### config.mk
export PLATFORM = sky130hd
export DESIGN_NAME = adder_arbiter
export DESIGN_NICKNAME = d
export VERILOG_FILES = /design/src/rtl/adder_arbiter.sv
export SDC_FILE = /design/constraint.sdc
export NUM_CORES = 1
export LEC_CHECK = 0
export BUFFER_PORTS_ARGS = -buffer_cell sky130_fd_sc_hd__buf_2
export CAP_MARGIN = 20
export CORE_AREA = 2 2 94 96
export CTS_CLUSTER_SIZE = 40
export DETAILED_ROUTE_END_ITERATION = 6
export DIE_AREA = 0 0 96 98
export PLACE_DENSITY = 0.87
export SYNTH_ARGS = -nofsm -noshare
export SYNTH_HDL_FRONTEND = slang
export SYNTH_SLANG_ARGS = --single-unit
### constraint.sdc
create_clock -name clk -period 8.75 [get_ports clk]
set_input_delay 0 -clock clk [delete_from_list [all_inputs] [get_ports clk]]
set_output_delay 0 -clock clk [all_outputs]
set_load 0.01 [all_outputs]
### src/rtl/adder_arbiter.sv
// Round-robin front end for one shared registered adder: accepts one op/cycle, result returns tagged ADD_LAT+2 cycles after accept.
// hold blocks new grants only; in-flight ops always complete and responses have no backpressure.
module adder_arbiter #(
  parameter int N       = 4,
  parameter int W       = 8,
  parameter int ADD_LAT = 1,
  parameter int CNT_W   = 16,
  localparam int IDW    = (N > 1) ? $clog2(N) : 1
) (
  input  logic             clk,
  input  logic             reset_n,
  input  logic [N-1:0]     req,
  input  logic [N*W-1:0]   a_in,
  input  logic [N*W-1:0]   b_in,
  input  logic             hold,
  output logic [N-1:0]     gnt,
  output logic             add_en,
  output logic [W-1:0]     add_a,
  output logic [W-1:0]     add_b,
  input  logic [W-1:0]     add_z,
  output logic             rsp_valid,
  output logic [IDW-1:0]   rsp_id,
  output logic [W-1:0]     rsp_data,
  output logic [CNT_W-1:0] ops_done,
  output logic             busy
);

  logic [IDW-1:0] ptr;
  logic           sel_vld;
  logic [IDW-1:0] sel_id;
  logic [W-1:0]   sel_a;
  logic [W-1:0]   sel_b;
  int             idx;

  logic [ADD_LAT:0] tag_vld;
  logic [IDW-1:0]   tag_id [ADD_LAT+1];

  // First requester at or after ptr, wrapping; only one grant per cycle.
  always_comb begin
    sel_vld = 1'b0;
    sel_id  = '0;
    sel_a   = '0;
    sel_b   = '0;
    gnt     = '0;
    idx     = 0;
    if (!hold) begin
      for (int k = 0; k < N; k++) begin
        idx = (int'(ptr) + k) % N;
        if (!sel_vld && req[idx]) begin
          sel_vld  = 1'b1;
          sel_id   = IDW'(idx);
          sel_a    = a_in[idx*W +: W];
          sel_b    = b_in[idx*W +: W];
          gnt[idx] = 1'b1;
        end
      end
    end
  end

  always_ff @(posedge clk or negedge reset_n) begin
    if (!reset_n) begin
      ptr   <= '0;
      add_a <= '0;
      add_b <= '0;
    end else if (sel_vld) begin
      ptr   <= (sel_id == IDW'(N - 1)) ? '0 : sel_id + 1'b1;
      add_a <= sel_a;
      add_b <= sel_b;
    end
  end

  // Tag stage j is valid in the cycle the op has spent j cycles inside the adder.
  always_ff @(posedge clk or negedge reset_n) begin
    if (!reset_n) begin
      tag_vld <= '0;
      for (int j = 0; j <= ADD_LAT; j++) begin
        tag_id[j] <= '0;
      end
    end else begin
      tag_vld   <= {tag_vld[ADD_LAT-1:0], sel_vld};
      tag_id[0] <= sel_id;
      for (int j = 1; j <= ADD_LAT; j++) begin
        tag_id[j] <= tag_id[j-1];
      end
    end
  end

  assign add_en = tag_vld[0];

  always_ff @(posedge clk or negedge reset_n) begin
    if (!reset_n) begin
      rsp_valid <= 1'b0;
      rsp_id    <= '0;
      rsp_data  <= '0;
      ops_done  <= '0;
    end else begin
      rsp_valid <= tag_vld[ADD_LAT];
      if (tag_vld[ADD_LAT]) begin
        rsp_id   <= tag_id[ADD_LAT];
        rsp_data <= add_z;
        ops_done <= ops_done + 1'b1;
      end
    end
  end

  assign busy = (|tag_vld) | rsp_valid;

endmodule

==> results of run 1 <==
where the power goes:
| part | switching [µW] | internal (µW) | total [µW] |
|---|---|---|---|
| combinational | 634 | 668 | 1300 |
| clock | 84.5 | 59.4 | 144 |
| sequential | 82.5 | 313 | 396 |
worst paths after layout:
kind | start | end
min reg2reg | tag_id[3]$_DFF_PN0_ | tag_id[1]$_DFF_PN0_
max in group asynchronous | reset_n | ptr[0]$_DFFE_PN0P_
max reg2reg | ptr[0]$_DFFE_PN0P_ | add_a[7]$_DFFE_PN0P_
min in group asynchronous | reset_n | ops_done[11]$_DFFE_PN0P_
max | ptr[0]$_DFFE_PN0P_ | gnt[2]
min | hold | ptr[0]$_DFFE_PN0P_
critical path, stage by stage (launching register included):
cell     delay (ns)
dfrtp_4        0.71
inv_1          0.18
ha_2           0.60
buf_12         0.27
mux4_2         0.58
nor2b_4        0.55
a22o_1         0.22
mux2i_1        0.08
a21oi_1        0.22
buf_2          0.17
metal layers:
layer  up-vias  GRT usage (%)  wire (µm)
met4         0           8.35        313
met5         -              0          0
met2       207           38.5       5700
met1      1917           32.1       4320
li1       1766              -          -
met3        34           4.01        870
cell usage after synthesis, types with 11 or more instances:
master / count
mux2_2: 11
o21ai_0: 22
mux4_2: 67
nand2_1: 27
nor2_1: 25
inv_2: 12
a221o_1: 16
dfrtp_1: 51
a211oi_1: 16
xnor2_1: 14
a31oi_1: 18
buf_2: 15
clkbuf_1: 22
area by class of cell:
cell class / count / area [µm²]
clock buffers: 5 / 68.8
clock inverters: 3 / 28.8
fillers: 676 / 3140
inverters: 20 / 75.1
multi-input cells: 279 / 2960
flip-flops and latches: 51 / 1280
well taps: 108 / 135
repair buffers: 142 / 787
state kept, by name, indices dropped and copies added, names as in the netlist:
register / cells
add_b: 8
ptr: 2
tag_vld: 2
rsp_valid: 1
rsp_data: 8
add_a: 8
rsp_id: 2
ops_done: 16
tag_id: 4
metrics by stage:
step	cell area (µm²)	hold WS [ns]
6_report	5330	0.0750
5_1_grt	5330	0.0939
4_1_cts	5310	0.0706
3_5_place_dp	5120	0.162
3_3_place_gp	5110	0.145
2_1_floorplan	4500	-0.296
logic make-up after synthesis:
group,share of synthesized area (%)
DFF,28.4
buffers and inverters,6.01
muxes,37.7
adders and majority gates,1.95
xor gates and xnor gates,3.11
AOI/OAI and AO/OA,14.5
and+or+nand+nor,8.43
==> metrics, run 1 <==
outcome completed; core area 8470 µm²; syn avg cell area 11.5 µm²; CP required 8.75 ns; initial antenna violation count 0; Async SR Flop Fraction 100%; Pins Over Slew Limit 0; post-CTS resize count 0; Synth Net Count 478; setup violators final 0; Final GP Congestion 0.829; clk sink count 51; top post-synthesis cells by area mux4_2 34%, dfrtp_1 28%, a221o_1 3.6%; register area share after synthesis 28.4%; WS Path Type reg2out; crit start category flip-flop; Area growth syn-to-layout 18.5%; hold-critical path depth 3; drt wl/cell 18.4 µm; largest net degree at the start of global routing 57; DRC 0; Final HPWL DP 7.91 mm; Post-synth EDFFs 0; Lkg Pwr 0.00225 µW; final non-filler cell total 608; Final nets 585; Die Width 96 µm; worst slew pin tran 0.836 ns; CTS root buffer clkbuf_8; Total Neg Setup Slack 0 ns; crit path DAT 3.90 ns; Core Util, Final 63.0%; highest-count cells in the layout ignoring fill and taps 127 x buf_2, 67 x mux4_2, 50 x dfrtp_1; RSZ-0062 raised after global routing false; Hold Buf Count CTS 9; crit share post-route 44.6%; PwrDens 346 nW/µm²; Synth area leader mux4_2; Port Buffer Count 127; H-tree Lvls 2; Post-CTS Setup Bufs 0; die area 9410 µm²; Max Cap Viol 0; final setup margin 4.85 ns; Max IR drop VDD 0.209 mV; clk_lat worst skew 0.30 ns; drt first pass iters 4; clk slew on worst S/H paths 0.11 ns; Setup WS pre-CTS 4.76 ns; R2R setup slack 5.05 ns; commonest non-fill, non-tap cell in the layout buf_2; Hold Crit Class in2reg; fin crit period 3.90 ns; area fraction of the dominant cell type after synthesis 33.5%; first-pass GRT wire length 17.7 mm; Worst Setup End Kind output port; Post-Route WL 11.2 mm; distinct cell type count after synthesis 46; Fmax 256 MHz; CTS tree done; Final Hold Fails 0; worst r2r path cells 8; most frequently used flop master after synthesis dfrtp_1; vias 3924; Synth Instances 392; Max transition margin 44.3%; Post-Syn Area 4500 µm²; share of cells above drive strength 1 46.8%; # IOs 128; post-synthesis register bit count 51; vias per cell 6.45; maximum buffer depth of the clock tree 2; vias in the first global route 3725; clk_skew 0.0148 ns; Initial Utilization 53.1%; yosys warns 0; n_diodes 0; die height 98 µm; Num CTS Buffers 5; GRT Util Overall 23.7%; GRT overflow 0; total placed cells including tap cells 590; total power 1840 µW; Row Count 34; Detail Route Antenna Nets 0; initial drt markers 255; Max FO, Critical Path 31
Power figures use the tool's default switching activity.
==> run 2, diff against run 1 <==
--- a/config.mk
+++ b/config.mk
@@ -7,11 +7,11 @@
 export LEC_CHECK = 0
 export BUFFER_PORTS_ARGS = -buffer_cell sky130_fd_sc_hd__buf_2
 export CAP_MARGIN = 20
-export CORE_AREA = 2 2 94 96
+export CORE_AREA = 2 2 100 102
 export CTS_CLUSTER_SIZE = 40
 export DETAILED_ROUTE_END_ITERATION = 6
-export DIE_AREA = 0 0 96 98
-export PLACE_DENSITY = 0.87
+export DIE_AREA = 0 0 102 104
+export PLACE_DENSITY = 0.82
 export SYNTH_ARGS = -nofsm -noshare
 export SYNTH_HDL_FRONTEND = slang
 export SYNTH_SLANG_ARGS = --single-unit
==> constraint.sdc (replaced) <==
create_clock -name clk -period 3.47 [get_ports clk]
set_input_delay 0 -clock clk [delete_from_list [all_inputs] [get_ports clk]]
set_output_delay 0 -clock clk [all_outputs]
set_load 0.01 [all_outputs]
==> run 2 against run 1 <==
First-iteration DRC count grew 30%. Combinational power grew to 2.6 times the previous value. Cell count grew 4.4%. Die area grew 13%. Sequential power grew 140%. Clock skew shrank 0.0032 ns. Critical path depth shrank 2. Routed wire length grew 4.4%. Flip-flop and latch count is the same. Register-to-register slack lost 4.7 ns.
==> metrics, run 2 (same netlist as run 1, synthesis figures left out) <==
Max IR drop VDD 0.485 mV; Crit Reg-Reg Endpoint add_a[1]$_DFFE_PN0P_; CP required 3.47 ns; n_diodes 0; crit share post-route 92.9%; Row Count 36; Worst Setup End Kind output port; R2R setup slack 0.37 ns; PwrDens 863 nW/µm²; Detail Route Antenna Nets 0; Final nets 587; first-pass GRT wire length 18.5 mm; total placed cells including tap cells 618; initial drt markers 331; core area 9550 µm²; Total Neg Setup Slack 0 ns; Max transition margin 40.8%; # IOs 128; worst r2r path cells 6; GRT overflow 0; largest net degree at the start of global routing 86; reg2reg start ptr[0]$_DFFE_PN0P_; fin crit period 3.22 ns; initial antenna violation count 0; H-tree Lvls 2; clk_lat worst skew 0.31 ns; Lkg Pwr 0.00226 µW; setup violators final 0; clk sink count 51; post-CTS resize count 0; Area growth syn-to-layout 19.5%; commonest non-fill, non-tap cell in the layout buf_2; GRT Util Overall 21.4%; Final Hold Fails 0; Hold Crit Class in2reg; Setup WS pre-CTS 0.383 ns; Die Width 102 µm; WS Path Type reg2out; share of cells above drive strength 1 47.4%; outcome completed; clk_skew 0.0116 ns; CTS tree done; clk slew on worst S/H paths 0.09 ns; hold-critical path depth 3; Port Buffer Count 127; RSZ-0062 raised after global routing false; Fmax 310 MHz; vias per cell 6.23; Critical Path Sink gnt[0]; drt wl/cell 18.4 µm; crit start category flip-flop; Max FO, Critical Path 85; Final GP Congestion 0.825; DRC 0; dpl cell area 5190 µm²; max reg flops 16; CTS root buffer clkbuf_8; die height 104 µm; maximum buffer depth of the clock tree 2; drt first pass iters 5; Initial Utilization 47.1%; Final HPWL DP 8.18 mm; vias in the first global route 3934; final non-filler cell total 635; design area 5380 µm²; vias 3954; Top reg by flops ops_done; worst slew pin tran 0.888 ns; Pins Over Slew Limit 0; Post-Route WL 11.7 mm; crit path from ptr[0]$_DFFE_PN0P_; Max Cap Viol 0; Num CTS Buffers 5; highest-count cells in the layout ignoring fill and taps 127 x buf_2, 67 x mux4_2, 49 x dfrtp_1; crit path DAT 3.22 ns; final setup margin 0.248 ns; die area 10600 µm²
## run 2: cell count changes in the layout (fill, tap and decap cells not counted), sizes merged
cell      delta
clkbuf       +1
clkinvlp     +1
inv          -1
buf          +2
clkinv       -1
## run 2: power by group
part / total [µW] / internal, µW / switching [µW]
clock: 367 / 163 / 204
combinational: 3340 / 1680 / 1660
sequential: 934 / 792 / 142
total: 4640 / 2640 / 2000
## run 2: repair_timing
action,CTS,global route
hold buffers,9,0
buffers inserted,0,0
hold endpoints to repair,46,0
## run 2: cell type report
| cell class | instances | area (µm²) |
|---|---|---|
| clock inverter | 2 | 16.3 |
| fill | 793 | 4170 |
| timing repair buffer | 144 | 798 |
| tap | 133 | 166 |
| inverter | 20 | 75.1 |
| multi-input combinational | 279 | 2960 |
| sequential | 51 | 1280 |
| clock buffer | 6 | 82.6 |
## run 2: layer usage
layer	GRT usage (%)	vias to the layer above	part of all wire, %
li1	-	1769	-
met4	7.62	0	2.2
met2	35.9	231	51
met1	27.1	1928	38
met5	0	-	0
met3	4.64	26	9.3
## run 2: worst min-delay path by stage
stage | start | slack (ns) | to
final | hold | 0.08 | ptr[0]$_DFFE_PN0P_
after global routing | hold | 0.12 | ptr[0]$_DFFE_PN0P_
after CTS | hold | 0.07 | ptr[0]$_DFFE_PN0P_
after detailed placement | reset_n | 0.16 | ops_done[8]$_DFFE_PN0P_
after global placement | reset_n | 0.15 | ops_done[9]$_DFFE_PN0P_
after floorplan | reset_n | -0.30 | add_a[0]$_DFFE_PN0P_
## run 2: per-stage QoR
| stage | hold WS, ns | power, µW | util (%) |
|---|---|---|---|
| after floorplan | -0.296 | 3590 | - |
| after global placement | 0.153 | 4130 | 54.4 |
| after detailed placement | 0.165 | 4280 | 54.4 |
| after CTS | 0.0710 | 4650 | 56.3 |
| after global routing | 0.119 | 4960 | 56.3 |
| final | 0.0838 | 4640 | 56.3 |
## run 2: worst max-delay path, cell delays in order, from the launching register on
cell,delay (ns)
dfrtp_4,0.43
buf_12,0.42
mux4_2,0.85
nor2b_4,0.59
a22o_1,0.21
mux2i_1,0.06
a21oi_1,0.18
buf_2,0.16
